File: config.mk
export PLATFORM = sky130hd
export DESIGN_NAME = imem_loader
export DESIGN_NICKNAME = d
export VERILOG_FILES = /design/src/rtl/imem_loader.sv
export SDC_FILE = /design/constraint.sdc
export NUM_CORES = 1
export LEC_CHECK = 0
export CORE_MARGIN = 8
export CORE_UTILIZATION = 50
export CTS_BUF_LIST = sky130_fd_sc_hd__clkbuf_8
export DETAILED_ROUTE_END_ITERATION = 10
export GPL_ROUTABILITY_DRIVEN = 0
export PLACE_DENSITY = 0.79
export SETUP_SLACK_MARGIN = 0.05
export SLEW_MARGIN = 20
export SYNTH_ARGS = -nofsm -noshare
export SYNTH_HDL_FRONTEND = slang
export SYNTH_SLANG_ARGS = --single-unit
File: constraint.sdc
create_clock -name clk -period 7.05 [get_ports clk]
set_clock_uncertainty 0.15 [all_clocks]
set_input_delay 2.115 -clock clk [delete_from_list [all_inputs] [get_ports clk]]
set_output_delay 2.115 -clock clk [all_outputs]
set_load 0.02 [all_outputs]
File: src/rtl/imem_loader.sv
// Boot-time IMEM loader: packs a little-endian byte stream into 32-bit words,
// writes them to consecutive word addresses and holds the core in reset until done.
//
// state   | meaning
// IDLE    | waiting for the first byte of an image
// COLLECT | accumulating bytes of the current word
// WRITE   | one-cycle IMEM write of the assembled word
// DONE    | image loaded, core released from reset
// ERROR   | image exceeded IMEM capacity, core held in reset
module imem_loader #(
  parameter int ADDR_WIDTH = 32,
  parameter int WORD_COUNT = 64,
  parameter int CNT_WIDTH  = 7
) (
  input  logic                  clk,
  input  logic                  reset,
  input  logic                  s_valid,
  output logic                  s_ready,
  input  logic [7:0]            s_data,
  input  logic                  s_last,
  input  logic                  start,
  output logic                  imem_we,
  output logic [ADDR_WIDTH-1:0] imem_addr,
  output logic [31:0]           imem_wdata,
  output logic                  cpu_reset_n,
  output logic                  load_done,
  output logic                  overflow_err,
  output logic [CNT_WIDTH-1:0]  word_count
);

  typedef enum logic [2:0] {
    IDLE    = 3'd0,
    COLLECT = 3'd1,
    WRITE   = 3'd2,
    DONE    = 3'd3,
    ERROR   = 3'd4
  } state_t;

  state_t               state, state_next;
  logic [1:0]           lane;
  logic [CNT_WIDTH-1:0] word_idx;
  logic [31:0]          buffer;
  logic [31:0]          buf_merged;
  logic                 wr_last;
  logic                 xfer;
  logic                 full;

  assign s_ready    = (state == IDLE) || (state == COLLECT);
  assign xfer       = s_valid && s_ready;
  assign full       = (word_idx == CNT_WIDTH'(WORD_COUNT));
  assign word_count = word_idx;

  always_comb begin
    buf_merged = buffer;
    buf_merged[{lane, 3'b000} +: 8] = s_data;
  end

  always_comb begin
    state_next = state;
    case (state)
      IDLE, COLLECT: begin
        if (xfer) begin
          if (full)
            state_next = ERROR;
          else if ((lane == 2'd3) || s_last)
            state_next = WRITE;
          else
            state_next = COLLECT;
        end
      end
      WRITE:       state_next = wr_last ? DONE : COLLECT;
      DONE, ERROR: if (start) state_next = IDLE;
      default:     state_next = IDLE;
    endcase
  end

  always_ff @(posedge clk or posedge reset) begin
    if (reset) state <= IDLE;
    else       state <= state_next;
  end

  always_ff @(posedge clk or posedge reset) begin
    if (reset) begin
      lane         <= 2'd0;
      word_idx     <= '0;
      buffer       <= 32'd0;
      wr_last      <= 1'b0;
      imem_we      <= 1'b0;
      imem_addr    <= '0;
      imem_wdata   <= 32'd0;
      cpu_reset_n  <= 1'b0;
      load_done    <= 1'b0;
      overflow_err <= 1'b0;
    end else begin
      imem_we <= 1'b0;
      case (state)
        IDLE, COLLECT: begin
          if (xfer && full) begin
            // Byte past capacity is dropped; nothing is written.
            overflow_err <= 1'b1;
          end else if (xfer) begin
            buffer  <= buf_merged;
            lane    <= lane + 2'd1;
            wr_last <= s_last;
            if (state_next == WRITE) begin
              imem_we    <= 1'b1;
              imem_addr  <= ADDR_WIDTH'(word_idx) << 2;
              imem_wdata <= buf_merged;
            end
          end
        end
        WRITE: begin
          word_idx <= word_idx + 1'b1;
          buffer   <= 32'd0;
          lane     <= 2'd0;
          if (wr_last) begin
            load_done   <= 1'b1;
            cpu_reset_n <= 1'b1;
          end
        end
        DONE, ERROR: begin
          if (start) begin
            lane         <= 2'd0;
            word_idx     <= '0;
            buffer       <= 32'd0;
            wr_last      <= 1'b0;
            load_done    <= 1'b0;
            overflow_err <= 1'b0;
            cpu_reset_n  <= 1'b0;
          end
        end
        default: ;
      endcase
    end
  end

endmodule

## Word level (Yosys, flattened, before mapping)

Index checks and enable logic that the tools add are counted.
W data, S select, Z words.

- Bits in read-only memories: 0
- Bits of input ports: 13
- Output and inout port bits: 76
- Memories: 0
- Register bits: 87
- RAM bits: 0
- Latch bits: 0

- Shift operators: 2
- Order comparisons: 0
- Bitwise logic cells: 1
- Div/mod/pow operators: 0
- Eq/ne operators: 12
- Reductions and logical operators: 16
- $add $sub $neg: 3
- Multiply operators: 0
- Multiplexer cells: 29

Operators by type and width:

| cell | count |
|---|---|
| $mux W32 | 3 |
| $pmux W32 S3 | 1 |
| $bwmux W32 | 1 |
| $shift A8 B7 Y32 const A | 1 |
| $shiftx A8 B7 Y32 | 1 |
| $pmux W7 S2 | 1 |
| $reduce_and A4 Y1 | 3 |
| $mux W2 | 5 |
| $ne A2 B2 Y1 const B | 5 |
| $eq A3 B2 Y1 const B | 3 |
| $mux W1 | 9 |
| $mux W3 | 3 |
| $pmux W3 S3 | 1 |
| $add A7 B1 Y7 const B | 1 |
| $eq A7 B7 Y1 const B | 1 |
| $mux W7 | 1 |
| $neg A5 Y7 | 1 |
| $pmux W1 S2 | 3 |
| $pmux W2 S3 | 1 |
| $reduce_and A3 Y1 | 2 |
| $reduce_bool A2 Y1 | 2 |
| $reduce_or A2 Y1 | 2 |
| $eq A3 B1 Y1 const B | 1 |
| $eq A3 B3 Y1 const B | 1 |
| other kinds (8) | 10 |

## Logic depth before layout (Yosys ltp)

Gate-level depths: netlist (run 1).

- Word-level depth: 11
- Depth in mapped cells: 7
- Gate-level depth less buffers: 6

## Least setup slack after synthesis (run 1)

Ideal clock, no wire load.

- Kind: in2reg
- Start: in s_valid
- End: reg imem_addr[2]
- Cell stages on the path: 4
- Arrival time: 3.405 ns
- Slack: 3.367 ns
- Cells stage by stage: or3b_1 a211oi_4 buf_6 mux2_1

- Cells in the longest elaborated chain, start to end: 5
- Elaborated cells on any way between the ends: 7
- Those cells by class: eq/ne: 1; mux: 2; bitwise: 1; reduce/logical: 3

Ends and longest elaborated chain:

| what | RTL line | text |
|---|---|---|
| from (decl) | 17 | `input logic s_valid,` |
| $logic_and A1 B1 Y1 * | 49 | `assign xfer = s_valid && s_ready;` |
| $mux W3 | 62 | `if (xfer) begin` |
| $pmux W3 S3 | 60 | `case (state)` |
| $eq A3 B2 Y1 | 105 | `if (state_next == WRITE) begin` |
| $reduce_and A4 Y1 (no line) * | - |  |
| to (signal assigned) | 107 | `imem_addr <= ADDR_WIDTH'(word_idx) << 2;` |
| to (decl) | 23 | `output logic [ADDR_WIDTH-1:0] imem_addr,` |

Mark *: on every way between the ends. The rest lies on a longest branch, timed or not.
A chain may end at the register's enable or synchronous reset.

## Worst setup path in the final report (run 1)

- Start: in s_valid
- End: reg imem_addr[6]

The elaborated chain is that of the path after synthesis.

==> insert_results.sql, run 1 <==
INSERT INTO impl_metrics (metric_group, metric, value, unit) VALUES
('power_and_ir_drop', 'p_seq_share', '38.0', '%'),
('floorplanning', 'pin_count', '89', ''),
('timing', 'hold_violation_count_in_the_final_report', '0', ''),
('critical_path', 'critical_path_class', 'primary input to register', ''),
('critical_path', 'crit_path_top_delay_cell', 'sky130_fd_sc_hd__buf_4', ''),
('final_layout', 'nets', '475', ''),
('floorplanning', 'floorplan.die_area', '11700', 'um2'),
('yosys', 'synth_async_sr_flop_share', '100', '%'),
('timing', 'setup-violations-final', '0', ''),
('route', 'routed_via_density', '5.54', ''),
('grt', 'globalRoute.totalOverflow', '0', ''),
('clock_network', 'clockRootBuffer', 'sky130_fd_sc_hd__clkbuf_8', ''),
('grt', 'm1_gr_usage', '21.0', '%'),
('run', 'timing.max_cap.violations', '0', ''),
('timing', 'final_count_of_pins_violating_max_slew', '0', ''),
('floorplanning', 'initial_core_util', '51.5', '%'),
('grt', 'first_global_vias', '3037', ''),
('clock_network', 'cts.repair_timing.setup_buffer_count', '0', ''),
('route', 'drt-initial-drc-count', '156', ''),
('timing', 'finalCriticalPeriod', '4.24', 'ns'),
('power_and_ir_drop', 'power_switching_share', '42.8', '%'),
('power_and_ir_drop', 'power.ir.vdd_worst', '0.285', 'mV'),
('yosys', 'netlist_instances', '404', ''),
('critical_path', 'timing.critical_path.required', '7.14', 'ns'),
('grt', 'busiest_layer', 'met2', ''),
('clock_network', 'cts.htree.levels', '3', ''),
('yosys', 'post_synth.cell_area_avg', '10.5', 'um2'),
('floorplanning', 'die-width', '108', 'um'),
('clock_network', 'post_cts_resize_count', '0', ''),
('timing', 'max_slew.worst_pin.slew', '0.883', 'ns'),
('outcome', 'run_status', 'finished clean', ''),
('power_and_ir_drop', 'comb_power_share', '47.1', '%'),
('critical_path', 'startpoint_type', 'primary input', ''),
('critical_path', 'cp_top_family', 'buffers and inverters', ''),
('power_and_ir_drop', 'p_per_area', '423', 'nW/um2'),
('timing', 'totalNegativeSetupSlack', '0', 'ns'),
('route', 'routed_wirelength', '9370', 'um'),
('route', 'drt-wirelength-per-cell', '16.6', 'um'),
('final_layout', 'final_core_utilization', '60.2', '%'),
('power_and_ir_drop', 'clock_power_share', '14.9', '%'),
('yosys', 'synthesis.yosys.warnings', '0', ''),
('critical_path', 'critical_path.n_buffers_inverters', '2', ''),
('timing', 'max_freq', '236', 'MHz'),
('power_and_ir_drop', 'intPower', '1.19', 'mW'),
('placement', 'i_o_buffers', '63', ''),
('final_layout', 'postLayoutCellArea', '4940', 'um2'),
('grt', 'use_met2', '25.9', '%'),
('route', 'drt-pass1-iter-count', '4', ''),
('critical_path', 'crit_fanout', '72', ''),
('final_layout', 'drive_above_1_share', '6.54', '%'),
('yosys', 'synth_cell_types', '43', ''),
('grt', 'grt_max_degree', '88', ''),
('floorplanning', 'floorplan.die.height', '108', 'um'),
('power_and_ir_drop', 'switching_power', '0.895', 'mW'),
('min_path', 'worstHoldPathType', 'register to register', ''),
('clock_network', 'insertion_delay', '0.36', 'ns'),
('grt', 'track_usage', '16.2', '%'),
('yosys', 'synth_edf_count', '0', ''),
('route', 'count_of_unresolved_drc_violations_after_routing', '0', ''),
('critical_path', 'worstSetupEndpointType', 'register', ''),
('grt', 'grtUsageMet3', '3.45', '%'),
('yosys', 'ys.flop_type', 'sky130_fd_sc_hd__dfrtp_1', ''),
('placement', 'cell_area_placed', '4760', 'um2'),
('floorplanning', 'core_region_area', '8220', 'um2'),
('grt', 'initial_antenna_violation_count', '0', ''),
('clock_network', 'max-clock-path-buffers', '2', ''),
('clock_network', 'cts_inserted_buffers', '9', ''),
('critical_path', 'cp_data_arrival_time', '4.33', 'ns'),
('final_layout', 'syn_to_final_growth', '16.9', '%'),
('timing', 'fin_crit_sh', '60.1', '%'),
('critical_path', 'critPathMaxStageDelay', '0.60', 'ns');
==> cell usage after synthesis, types with 2 or more instances <==
cell type	count	share of area, %
sky130_fd_sc_hd__nor2_1	42	3.7
sky130_fd_sc_hd__nand3_1	5	0.59
sky130_fd_sc_hd__nor3b_1	4	0.71
sky130_fd_sc_hd__a211oi_1	2	0.35
sky130_fd_sc_hd__xnor2_1	3	0.62
sky130_fd_sc_hd__a31oi_1	34	5.0
sky130_fd_sc_hd__nand3b_1	4	0.71
sky130_fd_sc_hd__buf_2	6	0.71
sky130_fd_sc_hd__or3b_2	2	0.41
sky130_fd_sc_hd__buf_4	29	5.1
sky130_fd_sc_hd__o2bb2ai_1	32	6.6
sky130_fd_sc_hd__nand2_1	6	0.53
sky130_fd_sc_hd__buf_6	4	1.1
sky130_fd_sc_hd__mux2_2	6	1.6
sky130_fd_sc_hd__a21boi_0	2	0.35
sky130_fd_sc_hd__mux2_1	2	0.53
sky130_fd_sc_hd__a21oi_1	39	4.6
sky130_fd_sc_hd__nor2b_1	44	6.5
sky130_fd_sc_hd__buf_1	2	0.18
sky130_fd_sc_hd__clkbuf_1	9	0.80
sky130_fd_sc_hd__a21o_1	2	0.35
sky130_fd_sc_hd__inv_1	8	0.71
sky130_fd_sc_hd__ha_1	8	2.4
sky130_fd_sc_hd__o21ai_0	4	0.47
sky130_fd_sc_hd__dfrtp_1	87	51
==> flip-flops by register name, indices dropped and copies added, names as in the netlist <==
| register | count |
|---|---|
| load_done | 1 |
| overflow_err | 1 |
| imem_wdata | 32 |
| buffer | 32 |
| word_count | 7 |
| lane | 2 |
| imem_we | 1 |
| state | 3 |
| imem_addr | 7 |
| wr_last | 1 |
==> final timing paths <==
path	start	endpoint	slack, ns	cells past startpoint
setup / recovery	s_valid	imem_addr[6]$_DFFE_PP0P_	2.81	5
hold reg to reg	buffer[28]$_DFFE_PP0P_	buffer[28]$_DFFE_PP0P_	0.34	1
max in group asynchronous	reset	buffer[30]$_DFFE_PP0P_	4.10	3
setup reg to reg	state[1]$_DFF_PP0_	imem_addr[6]$_DFFE_PP0P_	4.45	4
hold / removal	buffer[28]$_DFFE_PP0P_	buffer[28]$_DFFE_PP0P_	0.34	1
min in group asynchronous	reset	imem_wdata[19]$_DFFE_PP0P_	2.14	3
==> cell families (layout without fill, tap and decap cells) <==
| kind of cell | Yosys count | after routing | synth area share [%] |
|---|---|---|---|
| AOI/OAI and AO/OA | 122 | 122 | 19.5 |
| and+or+nand+nor | 116 | 116 | 15.0 |
| DFF | 87 | 87 | 51.5 |
| buffers and inverters | 58 | 89 | 8.61 |
| muxes | 9 | 9 | 2.37 |
| adders and majority gates | 8 | 8 | 2.37 |
| xor gates and xnor gates | 3 | 3 | 0.621 |
| other | 1 | 25 | 0.0886 |
==> placed cells by master, fill, tap and decap left out, drive strengths merged, types with 2 or more instances in the layout <==
cell type and n:
a21o 2, o2bb2ai 32, clkdlybuf4s50 63, nor4b 2, nand3 5, dfrtp 87
o21ai 4, inv 10, a31oi 34, clkbuf 9, ha 8, nand2 6
buf 2, or3b 3, nand3b 4, mux2 8, a21oi 39, conb 25
nor2b 44, xnor2 3, nor3b 4, a211oi 3, a21boi 3, clkinv 4
nor2 42
==> metrics by stage <==
| step | total power [mW] | instances | hold WS [ns] | setup slack, ns |
|---|---|---|---|---|
| after global routing | 2.23 | 564 | 0.354 | 2.72 |
| after global placement | 1.76 | 548 | 0.313 | 2.48 |
| final | 2.09 | 564 | 0.341 | 2.81 |
| after floorplan | 1.43 | 428 | 0.299 | 2.53 |
| after CTS | 2.10 | 564 | 0.341 | 2.81 |
| after detailed placement | 1.79 | 548 | 0.316 | 2.43 |
==> metal layers <==
| layer | share of wire, % | wire length [um] | vias up |
|---|---|---|---|
| met5 | 0 | 0 | - |
| met4 | 1.6 | 148 | 0 |
| met3 | 6.1 | 567 | 12 |
| met2 | 49 | 4570 | 89 |
| met1 | 44 | 4080 | 1524 |
| li1 | - | - | 1502 |
==> cell type report <==
cell class / instances / area [um2]
multi-input combinational: 283 / 1780
tap: 105 / 131
clock buffer: 9 / 124
inverter: 8 / 31.3
sequential: 87 / 2180
fill: 695 / 3270
timing repair buffer: 65 / 649
clock inverter: 7 / 47.5
==> worst reg2reg max path, stage by stage, from the launching register on <==
cell and delay [ns]:
sky130_fd_sc_hd__dfrtp_1 0.58, sky130_fd_sc_hd__or3b_1 0.52, sky130_fd_sc_hd__a211oi_4 0.22, sky130_fd_sc_hd__buf_4 0.60
sky130_fd_sc_hd__mux2_2 0.42
==> power by group through the flow <==
stage	clock, mW	combinational, mW	sequential, mW
after global placement	0	0.968	0.796
after detailed placement	0	0.987	0.805
after global routing	0.338	1.07	0.819
final	0.312	0.985	0.793
after floorplan	0	0.510	0.915
after CTS	0.318	0.991	0.795
Power figures use the tool's default switching activity.
==> inputs of run 2 (changes only) <==
--- a/config.mk
+++ b/config.mk
@@ -6,7 +6,7 @@
 export NUM_CORES = 1
 export LEC_CHECK = 0
 export CORE_MARGIN = 8
-export CORE_UTILIZATION = 50
+export CORE_UTILIZATION = 48
 export CTS_BUF_LIST = sky130_fd_sc_hd__clkbuf_8
 export DETAILED_ROUTE_END_ITERATION = 10
 export GPL_ROUTABILITY_DRIVEN = 0
==> constraint.sdc (replaced) <==
create_clock -name clk -period 3.7 [get_ports clk]
set_clock_uncertainty 0.15 [all_clocks]
set_input_delay 1.11 -clock clk [delete_from_list [all_inputs] [get_ports clk]]
set_output_delay 1.11 -clock clk [all_outputs]
set_load 0.02 [all_outputs]
==> run 2 against run 1 <==
Hold slack got worse by 0.0045 ns; sequential share of layout area decreased by 0.40 points; via count decreased by 0.64%; worst setup slack got worse by 2.1 ns; die area increased by 3.5%; largest power group unchanged; sequential cell count unchanged; clock power increased by 85%; total power increased by 91%; non-clock buffer count increased by 3; largest cell class unchanged.
==> insert_results.sql, run 2 (synthesized netlist as in run 1, its figures left out) <==
INSERT INTO impl_metrics (metric_group, metric, value, unit) VALUES
('outcome', 'run_status', 'finished clean', ''),
('critical_path', 'crit_path_cell_trace', 'clkdlybuf4s50_1, or3b_1, a211oi_4, buf_12, nor2_1, a21oi_1', ''),
('power_and_ir_drop', 'p_per_area', '801', 'nW/um2'),
('placement', 'dp_cells', '554', ''),
('clock_network', 'post_cts_resize_count', '0', ''),
('floorplanning', 'pin_count', '89', ''),
('critical_path', 'crit_path_top_delay_cell', 'sky130_fd_sc_hd__clkdlybuf4s50_1', ''),
('critical_path', 'critical_path.n_buffers_inverters', '2', ''),
('final_layout', 'n_diodes', '0', ''),
('grt', 'grt_first_pass_wirelength', '15300', 'um'),
('critical_path', 'worstSetupEndpointType', 'register', ''),
('timing', 'fin_hold_ws', '0.336', 'ns'),
('critical_path', 'timing.critical_path.required', '3.82', 'ns'),
('clock_network', 'cts.htree.levels', '3', ''),
('route', 'routed_wirelength', '9320', 'um'),
('clock_network', 'max-clock-path-buffers', '2', ''),
('floorplanning', 'initial_core_util', '49.0', '%'),
('route', 'number_of_vias_in_the_routed_layout', '3107', ''),
('grt', 'grt_max_degree', '88', ''),
('timing', 'max_freq', '331', 'MHz'),
('final_layout', 'nets', '478', ''),
('grt', 'track_usage', '15.8', '%'),
('final_layout', 'layout_common_cells', 'sky130_fd_sc_hd__dfrtp_1 (87), sky130_fd_sc_hd__clkdlybuf4s50_1 (63), sky130_fd_sc_hd__nor2b_1 (44)', ''),
('route', 'drt-wirelength-per-cell', '16.3', 'um'),
('floorplanning', 'core_region_area', '8640', 'um2'),
('critical_path', 'cp_top_family', 'buffers and inverters', ''),
('route', 'routed_via_density', '5.45', ''),
('clock_network', 'clockRootBuffer', 'sky130_fd_sc_hd__clkbuf_8', ''),
('critical_path', 'crit_fanout', '64', ''),
('final_layout', 'layout.cells.non_filler', '570', ''),
('critical_path', 'reg2reg_slack', '1.20', 'ns'),
('timing', 'hold_violation_count_in_the_final_report', '0', ''),
('clock_network', 'cts.reportedPaths.clkPinSlew', '0.09', 'ns'),
('grt', 'first_global_vias', '3116', ''),
('route', 'route.antenna.remaining_nets', '0', ''),
('route', 'drt-initial-drc-count', '165', ''),
('timing', 'max_slew.worst_pin.slew', '0.870', 'ns'),
('clock_network', 'postCtsHoldBufs', '0', ''),
('final_layout', 'syn_to_final_growth', '17.9', '%'),
('power_and_ir_drop', 'power.static_leakage', '2.13', 'nW'),
('critical_path', 'cp_data_arrival_time', '3.14', 'ns'),
('timing', 'slew_headroom', '41.9', '%'),
('placement', 'dp_hpwl', '6550', 'um'),
('run', 'timing.max_cap.violations', '0', ''),
('route', 'drt-pass1-iter-count', '5', ''),
('route', 'count_of_unresolved_drc_violations_after_routing', '0', ''),
('clock_network', 'cts.repair_timing.setup_buffer_count', '0', ''),
('placement', 'i_o_buffers', '63', ''),
('final_layout', 'drive_above_1_share', '6.71', '%'),
('clock_network', 'numClockSinks', '87', ''),
('critical_path', 'startpoint_type', 'primary input', ''),
('final_layout', 'layout_top_registers', 'buffer (32), imem_wdata (32)', ''),
('critical_path', 'critPathMaxStageDelay', '0.53', 'ns'),
('timing', 'worst_slack', '0.680', 'ns'),
('final_layout', 'layout_commonest_cell', 'sky130_fd_sc_hd__dfrtp_1', ''),
('grt', 'globalRoute.totalOverflow', '0', ''),
('power_and_ir_drop', 'design_power_total', '4.00', 'mW'),
('power_and_ir_drop', 'power.ir.vdd_worst', '0.420', 'mV'),
('floorplanning', 'floorplan.die_area', '12100', 'um2'),
('clock_network', 'insertion_delay', '0.35', 'ns'),
('clock_network', 'tritoncts', 'done', ''),
('placement', 'pre_cts_slack', '0.332', 'ns'),
('timing', 'setup-violations-final', '0', ''),
('floorplanning', 'core.rowCount', '34', ''),
('timing', 'finalCriticalPeriod', '3.02', 'ns'),
('floorplanning', 'floorplan.die.height', '110', 'um'),
('clock_network', 'cts_inserted_buffers', '9', ''),
('critical_path', 'critical_path_class', 'primary input to register', ''),
('min_path', 'worstHoldPathType', 'register to register', ''),
('timing', 'grt_setup_unrepaired', 'false', ''),
('floorplanning', 'die-width', '110', 'um'),
('timing', 'fin_crit_sh', '81.6', '%'),
('timing', 'totalNegativeSetupSlack', '0', 'ns'),
('timing', 'final_count_of_pins_violating_max_slew', '0', ''),
('grt', 'initial_antenna_violation_count', '0', '');
-- run 2: cell type report --
class	count	area [um2]
fill	747	3650
sequential	87	2180
multi-input combinational	283	1780
timing repair buffer	68	693
tap	108	135
clock buffer	9	124
clock inverter	7	48.8
inverter	8	31.3
-- run 2: final timing paths --
check / start / endpoint / depth (start not counted)
setup / recovery: s_valid / imem_wdata[13]$_DFFE_PP0P_ / 6
hold / removal: buffer[23]$_DFFE_PP0P_ / buffer[23]$_DFFE_PP0P_ / 1
setup reg to reg: lane[0]$_DFFE_PP0P_ / buffer[3]$_DFFE_PP0P_ / 5
hold reg to reg: buffer[23]$_DFFE_PP0P_ / buffer[23]$_DFFE_PP0P_ / 1
max in group asynchronous: reset / imem_wdata[17]$_DFFE_PP0P_ / 3
min in group asynchronous: reset / buffer[21]$_DFFE_PP0P_ / 3
-- run 2: power by group --
group | total (mW) | leakage, nW | switching [mW] | internal, mW
registers | 1.52 | 1.13 | 0.259 | 1.26
logic | 1.90 | 0.900 | 1.10 | 0.797
clock network | 0.578 | 0.0947 | 0.333 | 0.245
total | 4.00 | 2.13 | 1.70 | 2.30
-- run 2: metrics by stage --
stage,utilization [%],area (um2)
4_1_cts,57.8,4990
5_1_grt,57.8,4990
3_3_place_gp,55.8,4820
3_5_place_dp,55.8,4820
6_report,57.8,4990
2_1_floorplan,-,4320
-- run 2: layer usage --
metal,vias to the layer above,global-route usage (%),part of all wire [%]
li1,1503,-,-
met1,1514,19.8,43
met2,75,26.0,51
met3,15,2.87,5.1
met4,0,6.94,1.4
met5,-,0,0
==> inputs of run 3 (changes only) <==
==> constraint.sdc (replaced) <==
create_clock -name clk -period 2.7 [get_ports clk]
set_clock_uncertainty 0.15 [all_clocks]
set_input_delay 0.81 -clock clk [delete_from_list [all_inputs] [get_ports clk]]
set_output_delay 0.81 -clock clk [all_outputs]
set_load 0.02 [all_outputs]
==> run 3 against run 2 <==
Critical path depth shrank 5; cell count is 1.6% higher; first-iteration DRC count down 35%; utilization up 1.7 points; sequential share of layout area fell by 1.3 points; clock power is 59% higher; via count up 2.0%; total power is 43% higher; hold slack worse by 0.00072 ns; combinational power is 46% higher; register-to-register slack lost 0.68 ns.
==> insert_results.sql, run 3 (synthesized netlist as in run 1, its figures left out) <==
INSERT INTO impl_metrics (metric_group, metric, value, unit) VALUES
('min_path', 'worstHoldStart', 'buffer[4]$_DFFE_PP0P_', ''),
('grt', 'track_usage', '16.3', '%'),
('route', 'route.antenna.remaining_nets', '0', ''),
('placement', 'dp_hpwl', '6600', 'um'),
('timing', 'max_slew.worst_pin.slew', '0.581', 'ns'),
('clock_network', 'numClockSinks', '87', ''),
('timing', 'setup-violations-final', '0', ''),
('timing', 'grt_setup_unrepaired', 'false', ''),
('timing', 'finalCriticalPeriod', '2.48', 'ns'),
('placement', 'i_o_buffers', '63', ''),
('critical_path', 'critical_path.reg2reg.startpoint', 'lane[0]$_DFFE_PP0P_', ''),
('timing', 'fin_crit_sh', '91.9', '%'),
('timing', 'hold_violation_count_in_the_final_report', '0', ''),
('critical_path', 'crit_path_cell_trace', 'clkdlybuf4s50_1', ''),
('min_path', 'worstHoldPathType', 'register to register', ''),
('critical_path', 'worstSetupEndpointType', 'primary output', ''),
('final_layout', 'postLayoutCellArea', '5140', 'um2'),
('critical_path', 'cp_data_arrival_time', '1.52', 'ns'),
('critical_path', 'cp_top_family', 'buffers and inverters', ''),
('final_layout', 'final_core_utilization', '59.5', '%'),
('route', 'drt-wirelength-per-cell', '16.4', 'um'),
('min_path', 'min_to', 'buffer[4]$_DFFE_PP0P_', ''),
('final_layout', 'syn_to_final_growth', '21.5', '%'),
('critical_path', 'reg2reg_depth', '5', ''),
('grt', 'initial_antenna_violation_count', '0', ''),
('power_and_ir_drop', 'p_per_area', '1110', 'nW/um2'),
('grt', 'globalRoute.totalOverflow', '0', ''),
('final_layout', 'drive_above_1_share', '8.70', '%'),
('grt', 'grt_first_pass_wirelength', '15700', 'um'),
('critical_path', 'critical_path_class', 'register to primary output', ''),
('final_layout', 'layout_common_cells', 'sky130_fd_sc_hd__dfrtp_1 (87), sky130_fd_sc_hd__clkdlybuf4s50_1 (63), sky130_fd_sc_hd__nor2b_1 (44)', ''),
('clock_network', 'postCtsHoldBufs', '0', ''),
('floorplanning', 'pin_count', '89', ''),
('run', 'timing.max_cap.violations', '0', ''),
('timing', 'max_freq', '403', 'MHz'),
('final_layout', 'n_diodes', '0', ''),
('power_and_ir_drop', 'power.static_leakage', '2.19', 'nW'),
('timing', 'slew_headroom', '61.2', '%'),
('floorplanning', 'core_region_area', '8640', 'um2'),
('min_path', 'worst_hold_depth', '1', ''),
('final_layout', 'layout_top_registers', 'buffer (32), imem_wdata (32)', ''),
('floorplanning', 'initial_core_util', '49.0', '%'),
('clock_network', 'tritoncts', 'done', ''),
('critical_path', 'critical_path.n_buffers_inverters', '1', ''),
('timing', 'fin_hold_ws', '0.336', 'ns'),
('clock_network', 'cts.reportedPaths.clkPinSlew', '0.10', 'ns'),
('route', 'number_of_vias_in_the_routed_layout', '3170', ''),
('critical_path', 'startpoint_type', 'register', ''),
('route', 'drt-pass1-iter-count', '4', ''),
('critical_path', 'timing.critical_path.required', '1.74', 'ns'),
('clock_network', 'cts_inserted_buffers', '9', ''),
('critical_path', 'reg2reg_slack', '0.52', 'ns'),
('critical_path', 'crit_fanout', '8', ''),
('placement', 'cell_area_placed', '4940', 'um2'),
('route', 'routed_via_density', '5.47', ''),
('timing', 'totalNegativeSetupSlack', '0', 'ns'),
('critical_path', 'worst-path-stages', '1', ''),
('critical_path', 'reg2reg_to', 'imem_wdata[16]$_DFFE_PP0P_', ''),
('clock_network', 'max-clock-path-buffers', '2', ''),
('route', 'drt-initial-drc-count', '108', ''),
('grt', 'first_global_vias', '3157', ''),
('clock_network', 'cts.repair_timing.setup_buffer_count', '0', ''),
('clock_network', 'clockRootBuffer', 'sky130_fd_sc_hd__clkbuf_8', ''),
('clock_network', 'post_cts_resize_count', '0', ''),
('clock_network', 'cts.htree.levels', '3', ''),
('critical_path', 'critPathMaxStageDelay', '0.66', 'ns'),
('grt', 'grt_max_degree', '88', ''),
('route', 'routed_wirelength', '9510', 'um'),
('floorplanning', 'floorplan.die_area', '12100', 'um2'),
('critical_path', 'crit_path_top_delay_cell', 'sky130_fd_sc_hd__clkdlybuf4s50_1', ''),
('power_and_ir_drop', 'power.ir.vdd_worst', '0.523', 'mV'),
('outcome', 'run_status', 'finished clean', ''),
('timing', 'final_count_of_pins_violating_max_slew', '0', ''),
('final_layout', 'layout_commonest_cell', 'sky130_fd_sc_hd__dfrtp_1', ''),
('floorplanning', 'core.rowCount', '34', ''),
('route', 'count_of_unresolved_drc_violations_after_routing', '0', ''),
('final_layout', 'nets', '487', ''),
('floorplanning', 'floorplan.die.height', '110', 'um'),
('clock_network', 'insertion_delay', '0.35', 'ns'),
('floorplanning', 'die-width', '110', 'um');
run 3: cell types whose count changed in the layout (fill, tap and decap cells not counted):
cell	change
sky130_fd_sc_hd__clkinvlp_4	+1
sky130_fd_sc_hd__buf_4	+5
sky130_fd_sc_hd__clkinv_2	-2
sky130_fd_sc_hd__clkinv_4	-1
sky130_fd_sc_hd__inv_1	-1
sky130_fd_sc_hd__buf_12	+4
sky130_fd_sc_hd__inv_6	+2
sky130_fd_sc_hd__bufinv_16	+1
run 3: power by group:
part           internal, mW  switching (mW)  leakage (nW)
Combinational          1.19            1.58         0.958
Sequential             1.72           0.312          1.13
Clock                 0.439           0.479         0.105
Total                  3.35            2.37          2.19
run 3: worst max path at each step:
stage,slack (ns),end,start
detailed placement,-0.12,imem_wdata[29]$_DFFE_PP0P_,s_valid
finish,0.22,word_count[0],word_count[0]$_DFFE_PP0P_
global placement,-0.02,imem_addr[3]$_DFFE_PP0P_,s_valid
global route,0.16,word_count[0],word_count[0]$_DFFE_PP0P_
CTS,0.20,word_count[0],word_count[0]$_DFFE_PP0P_
floorplan,0.32,imem_addr[2]$_DFFE_PP0P_,s_valid
run 3: layout make-up:
class	instances	area, um2
well taps	108	135
fillers	732	3500
flip-flops and latches	87	2180
repair buffers	77	811
clock buffers	9	124
clock inverters	7	78.8
inverters	8	33.8
multi-input cells	283	1780
run 3: layer usage:
layer | share of wire [%] | global-route usage [%]
met5 | 0 | 0
met4 | 0.44 | 5.30
met3 | 6.3 | 4.10
met2 | 52 | 26.8
met1 | 41 | 20.6
run 3: per-stage QoR:
step	total power [mW]	setup WS, ns	cells
after CTS	5.78	0.205	579
after global routing	6.12	0.158	579
after floorplan	3.72	0.322	428
after global placement	4.76	-0.0245	563
after detailed placement	4.84	-0.116	563
final	5.72	0.219	579
